[src/rtl/led_pattern_sequencer.sv]
// Four-LED animation sequencer: button synchroniser/debouncer, step-rate prescaler,
// and a mode state machine cycling OFF -> BLINK -> CHASE -> BOUNCE.
module led_pattern_sequencer #(
    parameter int CLK_HZ          = 12000000,
    parameter int STEP_HZ         = 4,
    parameter int DEBOUNCE_CYCLES = 120000
) (
    input  logic       CLK,
    input  logic       RST,
    input  logic       BTN,
    input  logic       EN,
    output logic       LED0,
    output logic       LED1,
    output logic       LED2,
    output logic       LED3,
    output logic [1:0] MODE,
    output logic       STEP
);

    localparam int STEP_DIV = CLK_HZ / STEP_HZ;
    localparam int PRE_W    = $clog2(STEP_DIV);
    localparam int DB_W     = $clog2(DEBOUNCE_CYCLES + 1);

    localparam logic [PRE_W-1:0] PRE_LAST = PRE_W'(STEP_DIV - 1);
    localparam logic [DB_W-1:0]  DB_LAST  = DB_W'(DEBOUNCE_CYCLES - 1);

    localparam logic DIR_UP = 1'b0;
    localparam logic DIR_DN = 1'b1;

    typedef enum logic [1:0] {
        M_OFF    = 2'd0,
        M_BLINK  = 2'd1,
        M_CHASE  = 2'd2,
        M_BOUNCE = 2'd3
    } mode_t;

    logic            btn_p0;
    logic            btn_p1;
    logic            btn_acc;
    logic [DB_W-1:0] db_cnt;
    logic            press_p2;

    mode_t           mode_q;
    mode_t           mode_d;

    logic [PRE_W-1:0] pre_q;
    logic [PRE_W-1:0] pre_d;
    logic [3:0]       pat_q;
    logic [3:0]       pat_d;
    logic             dir_q;
    logic             dir_d;
    logic             step_q;
    logic             step_d;
    logic             tick;

    // Stage p0/p1: two-flop synchroniser; p2: debounce and press detection.
    // The counter runs only while the synced level disagrees with the accepted one,
    // so any bounce back to the accepted level restarts the hold time.
    always_ff @(posedge CLK or posedge RST) begin
        if (RST) begin
            btn_p0   <= 1'b0;
            btn_p1   <= 1'b0;
            btn_acc  <= 1'b0;
            db_cnt   <= '0;
            press_p2 <= 1'b0;
        end else begin
            btn_p0   <= BTN;
            btn_p1   <= btn_p0;
            press_p2 <= 1'b0;
            if (btn_p1 == btn_acc) begin
                db_cnt <= '0;
            end else if (db_cnt == DB_LAST) begin
                db_cnt   <= '0;
                btn_acc  <= btn_p1;
                press_p2 <= btn_p1;
            end else begin
                db_cnt <= db_cnt + DB_W'(1);
            end
        end
    end

    // Mode state register.
    always_ff @(posedge CLK or posedge RST) begin
        if (RST) begin
            mode_q <= M_OFF;
        end else begin
            mode_q <= mode_d;
        end
    end

    // Mode next-state: one advance per accepted press.
    always_comb begin
        mode_d = mode_q;
        if (press_p2) begin
            case (mode_q)
                M_OFF:    mode_d = M_BLINK;
                M_BLINK:  mode_d = M_CHASE;
                M_CHASE:  mode_d = M_BOUNCE;
                default:  mode_d = M_OFF;
            endcase
        end
    end

    assign tick = EN && (pre_q == PRE_LAST);

    // Pattern/prescaler next values. A press takes priority and swallows a coincident tick.
    always_comb begin
        pre_d  = pre_q;
        pat_d  = pat_q;
        dir_d  = dir_q;
        step_d = 1'b0;
        if (press_p2) begin
            pre_d = '0;
            dir_d = DIR_UP;
            case (mode_d)
                M_CHASE, M_BOUNCE: pat_d = 4'b0001;
                default:           pat_d = 4'b0000;
            endcase
        end else if (EN) begin
            pre_d = tick ? '0 : pre_q + PRE_W'(1);
            if (tick) begin
                case (mode_q)
                    M_BLINK: begin
                        pat_d  = ~pat_q;
                        step_d = 1'b1;
                    end
                    M_CHASE: begin
                        pat_d  = {pat_q[2:0], pat_q[3]};
                        step_d = 1'b1;
                    end
                    M_BOUNCE: begin
                        step_d = 1'b1;
                        if (dir_q == DIR_UP) begin
                            pat_d = {pat_q[2:0], 1'b0};
                            if (pat_q == 4'b0100) dir_d = DIR_DN;
                        end else begin
                            pat_d = {1'b0, pat_q[3:1]};
                            if (pat_q == 4'b0010) dir_d = DIR_UP;
                        end
                    end
                    default: ;
                endcase
            end
        end
    end

    // Output stage: registered pattern, direction, prescaler and step pulse.
    always_ff @(posedge CLK or posedge RST) begin
        if (RST) begin
            pre_q  <= '0;
            pat_q  <= 4'b0000;
            dir_q  <= DIR_UP;
            step_q <= 1'b0;
        end else begin
            pre_q  <= pre_d;
            pat_q  <= pat_d;
            dir_q  <= dir_d;
            step_q <= step_d;
        end
    end

    assign {LED3, LED2, LED1, LED0} = pat_q;
    assign MODE = mode_q;
    assign STEP = step_q;

endmodule
[config.mk]
export PLATFORM = sky130hd
export DESIGN_NAME = led_pattern_sequencer
export DESIGN_NICKNAME = d
export VERILOG_FILES = /design/src/rtl/led_pattern_sequencer.sv
export SDC_FILE = /design/constraint.sdc
export NUM_CORES = 1
export LEC_CHECK = 0
export ABC_AREA = 1
export CAP_MARGIN = 40
export CORE_ASPECT_RATIO = 0.5
export CORE_MARGIN = 5
export CORE_UTILIZATION = 30
export CTS_CLUSTER_DIAMETER = 100
export DETAILED_ROUTE_END_ITERATION = 6
export SLEW_MARGIN = 20
export SYNTH_ARGS = -nofsm -noshare
export SYNTH_HDL_FRONTEND = slang
export SYNTH_SLANG_ARGS = --single-unit
[constraint.sdc]
create_clock -name CLK -period 5.4 [get_ports CLK]
set_input_delay 1.62 -clock CLK [delete_from_list [all_inputs] [get_ports CLK]]
set_output_delay 1.62 -clock CLK [all_outputs]
set_load 0.03 [all_outputs]
# Yosys cells after proc, flatten, opt, wreduce, memory -nomap -nowiden
# Index checks and enable logic that the tools add are counted.
word_totals:
  regBits: 51
  latchBits: 0
  mem_bits_rw: 0
  mem_bits_ro: 0
  in_bits: 4
  output_inout_bits: 7
  wordCells: 61
  n_memories: 0
classes:
  n_addsub: 2
  mul: 0
  div: 0
  n_lt_le_gt_ge: 0
  n_eq_ne: 10
  shifts: 0
  n_mux: 26
  bitwise_logic: 2
  reduce_logical: 11
op_table:
  columns: ["op", "n"]
  rows:
  - ["two-way mux 22 bit", 3]
  - ["two-way mux 17 bit", 2]
  - ["adder 22 x 1 -> 22 bit, second input constant", 1]
  - ["equality test 22 bit, second input constant", 1]
  - ["adder 17 x 1 -> 17 bit, second input constant", 1]
  - ["equality test 17 bit, second input constant", 1]
  - ["two-way mux 4 bit", 4]
  - ["two-way mux 1 bit", 14]
  - ["case mux 4 bit (3 select lines)", 1]
  - ["equality test 2 bit, second input constant", 4]
  - ["case mux 2 bit (3 select lines)", 1]
  - ["AND reduction 3 bit", 2]
  - ["nonzero test 2 bit", 3]
  - ["equality test 4 x 2 -> 1 bit, second input constant", 1]
  - ["equality test 4 x 3 -> 1 bit, second input constant", 1]
  - ["NOT 4 bit", 1]
  - ["nonzero test 4 bit", 1]
  - ["OR reduction 3 bit", 1]
  - ["equality test 2 x 1 -> 1 bit, second input constant", 1]
  - ["logical NOT 2 bit", 1]
  - ["two-way mux 2 bit", 1]
  - ["AND reduction 2 bit", 1]
  - ["OR reduction 2 bit", 1]
  - ["equality test 1 bit", 1]
  - ["other kinds (2)", 2]

# Depth between registers and ports, before layout
depth:
  ltp_word: 7
  depth_mapped: 9
  mapped_depth_nobuf: 9

# Worst setup path after synthesis
# OpenSTA, ideal clock, no wires.
synth_timing:
  path_type: "in2reg"
  startpoint: "in EN"
  endpoint: "reg pre_q[13]"
  setup_ns: 0.121
  arrival_time_ns: 2.366
  t_required_ns: 5.279
  slack_ns: 2.914
  path_stages: 6
  n_path_buf: 1
  cell_sequence: "nand2_1 nor2_1 nand3_2 o21ai_4 buf_8 nor2_2"
synth_between:
  elab_chain_cells: 4
  elab_cells_between_ends: 5
synth_lines:
  columns: ["element", "line", "source"]
  rows:
  - ["start: declaration", "11", "input logic EN,"]
  - ["logical AND 1 bit", "104", "assign tick = EN && (pre_q == PRE_LAST);"]
  - ["two-way mux 22 bit", "120", "pre_d = tick ? '0 : pre_q + PRE_W'(1);"]
  - ["two-way mux 22 bit", "119", "end else if (EN) begin"]
  - ["two-way mux 22 bit", "112", "if (press_p2) begin"]
  - ["end signal: assignment", "155", "pre_q <= pre_d;"]
  - ["end: declaration", "46", "logic [PRE_W-1:0] pre_q;"]
# Parallel ways exist; a longest one is shown, timed or not. The select of a mux whose other input is x is not followed.
# A chain may end at the register's enable or synchronous reset.

# Worst setup path after layout
layout_timing:
  startpoint: "in EN"
  endpoint: "reg pre_q[8]"
# The elaborated chain is that of the path after synthesis.

==> results.md <==
- Status: finished, final reports clean
- Overall die height: between 80 and 90 um
- Reg-to-Reg End: pre_q[8]$_DFFE_PP0P_
- Hold Path Cell Cnt: 0
- Design Area, Final: ~3400 um^2
- Asr flop ratio synth: 100%
- Worst slew margin: approximately half
- I/O Pins: 11
- DP Wirelength: between 4 and 5 mm
- Synth cell types: 29
- Clk sinks: between 50 and 60
- Core Rows: 25
- Via count: between 2000 and 2500
- RSZ-0062 raised after global routing: false
- Initial Util: between 30% and 40%
- Hold Path Class: flop to flop
- Reg clk slew, reported paths: roughly 0.07 ns
- Core Region: approximately 9500 um^2
- EDFF count, synth: 0
- Pwr per Cell Area: about 240 nW/um^2
- Top FF cell, synth: dfrtp_1
- Placed Instances: between 500 and 600
- Syn nets: just over 400
- Clock latency on the worst-skew pair: around 0.29 ns
- Reg-to-Reg Start: press_p2$_DFF_PP0_
- Share of cells above drive strength 1: 6.94%
- Static leakage: 1.48 nW
- Clock power frac: 40.1%
- Gate power share: between 7 and 8%
- Avg Vias per Cell: 4.48
- Post-CTS setup buffer count: 0
- Remaining DRCs: 0
- I/O Buffers: 10
- Crit path time final: 3.11 ns
- CTS tree: built
- Post-synthesis sequential area ratio: 42.9%
- Sequential power share: 52.6%
- Setup TNS: 0 ns
- Pins Over Slew Limit: 0
- First-pass GRT wire length: between 10 and 15 mm
- Clock Skew: 0.00324 ns
- Post_cts resized: 0
- Mean post-synth cell area: around 7.4 um^2
- Worst Tran Pin Value: between 0.7 and 0.8 ns
- Placed cell area: around 3200 um^2
- Startpoint types: input pin
- HP Start: btn_p0$_DFF_PP0_
- Synthesized instance count: between 400 and 500
- Reg2reg path depth: 5
- Crit end category: flop
- Detailed Routing Iterations Pass 1: 4
- Global Route Usage Sum: 11.7%
- Htree depth: 2
- Overall Power: 0.799 mW
- Sw Ratio: between 20 and 30%
- Syn. warnings: 0
- Post-DRT Antenna Nets: 0
- Largest net degree at the start of global routing: 35
- Final hold vios: 0
- Final GP Congestion: approximately 0.9
- CTS root buf: clkbuf_16
- Period Utilization, post-route: between 50% and 60%
- Full die area: about 12000 um^2
- Wirelength per Cell: between 10 and 15 um
- Mapped cell area: 2970 um^2
- Final Core Density: a little over a third
- Sw power: approximately 0.20 mW
- Fillers: around 1000
- Synth Register Bits: approximately 50
- Final #Nets: approximately 430
- Die span in x: 151 um
- Reg area: between 1000 and 1500 um^2
- 1st-iter DRT viols: 281
- Critical path fanouts, max: 13
- CTS hold repair buffers: 0
- DRT Wirelength: 6.20 mm
- Max clock buf depth: 2
- Peak VDD IR: roughly 0.13 mV
- Grt ovf: 0
- Max-Cap Viols: 0
- Pint: 0.598 mW
- Final Setup Violations: 0
- Highest Clock Rate: around 320 MHz
- Area delta synth->final: 13.4%
- Diodes inserted: 0
- Multi-input gate area: about 1500 um^2
- Setup Crit Path Kind: input pin to flop
- WP data required: around 5.6 ns
- Num CTS Buffers: 5
- Reg-to-reg slack, setup: around 3.5 ns
- Worst Hold End: btn_p1$_DFF_PP0_
- Final non-filler cell total: between 500 and 600
- CP arrival: around 3.3 ns
- Number of global-route vias before repair: 2427
- Initial antenna violation count: 0
state kept, by name, indices dropped and copies added (netlist names):
register	cells
pre_q	22
db_cnt	17
pat_q	4
MODE	2
STEP	1
btn_acc	1
btn_p0	1
btn_p1	1
dir_q	1
press_p2	1
cell type report:
class / instances / share of cell area [%]
multi-input cells: 293 / 43.4
flip-flops and latches: 51 / 37.9
inverters: 55 / 6.12
well taps: 135 / 5.01
clock buffers: 5 / 3.71
repair buffers: 11 / 3.19
clock inverters: 3 / 0.668
per-layer routing:
layer  track usage (%)  vias up  part of all wire [%]
li1                  -     1307                     -
met1              16.1     1131                    51
met2              18.5       32                    44
met3              2.71        6                   3.2
met4              3.25        0                   1.1
met5                 0        -                     0
kinds of logic after synthesis:
kind of cell             count (synthesis)  synth area share [%]
buffers and inverters                   58                  7.79
flip-flops                              51                  42.9
adder cells (fa/ha/maj)                  6                  2.53
multiplexers                             1                 0.337
AND/OR/NAND/NOR                        241                  36.4
XOR/XNOR                                14                  4.13
AO/OA/AOI/OAI                           31                  5.90
through the flow:
stage               hold WS [ns]  setup slack (ns)
floorplan                  0.331              2.55
global placement           0.339              2.01
detailed placement         0.346              1.97
CTS                        0.363              2.28
global route               0.378              2.09
finish                     0.358              2.29
power groups by stage:
stage / combinational, mW / sequential, mW / clock, mW
floorplan: 0.0469 / 0.424 / 0
CTS: 0.0602 / 0.421 / 0.333
global placement: 0.0591 / 0.427 / 0
global route: 0.0690 / 0.424 / 0.350
detailed placement: 0.0596 / 0.428 / 0
finish: 0.0583 / 0.421 / 0.320
cells in the final DEF (no fill, tap or decap), drive strengths merged:
cell type       n
a21oi          14
a22oi           1
buf             1
clkbuf          5
clkdlybuf4s50  10
clkinv          3
dfrtp          51
ha              6
inv            55
mux2i           1
nand2          85
nand3          32
nand3b          3
nand4          11
nor2           93
nor3           13
nor3b           3
nor4            1
o21ai          14
o21bai          1
o41ai           1
xnor2           7
xor2            7
worst max-delay path, cell delays in order:
cell and delay, ns:
clkdlybuf4s50_1 0.44, nor2_1 0.59, inv_1 0.22, nand4_1 0.16, xor2_1 0.20, nor2_2 0.04
how the worst max path moves through the flow:
stage / from / endpoint / slack, ns / cells after the start
3_3_place_gp: EN / pat_q[1]$_DFFE_PP0P_ / 2.01 / 8
5_1_grt: EN / pre_q[13]$_DFFE_PP0P_ / 2.09 / 7
2_1_floorplan: RST / MODE[0]$_DFF_PP0_ / 2.55 / 1
6_report: EN / pre_q[8]$_DFFE_PP0P_ / 2.29 / 6
4_1_cts: EN / pre_q[8]$_DFFE_PP0P_ / 2.28 / 6
3_5_place_dp: EN / pat_q[0]$_DFFE_PP0P_ / 1.97 / 8
synthesized netlist by cell type, types with 2 or more instances:
library cell	number	share of area (%)
inv_1	54	6.8
xnor2_1	7	2.1
dfrtp_1	51	43
nor2_2	12	2.5
buf_2	2	0.34
xor2_1	7	2.1
nand3_1	29	4.9
ha_1	6	2.5
nor2_1	80	10
nand2_1	84	11
a21oi_1	14	2.4
nand3_2	2	0.67
nor3b_1	3	0.76
nand3b_1	3	0.76
o21ai_0	13	2.2
nor3_1	12	2.0
nand4_1	11	2.3
Note: power is estimated with default switching activity, not from simulation.
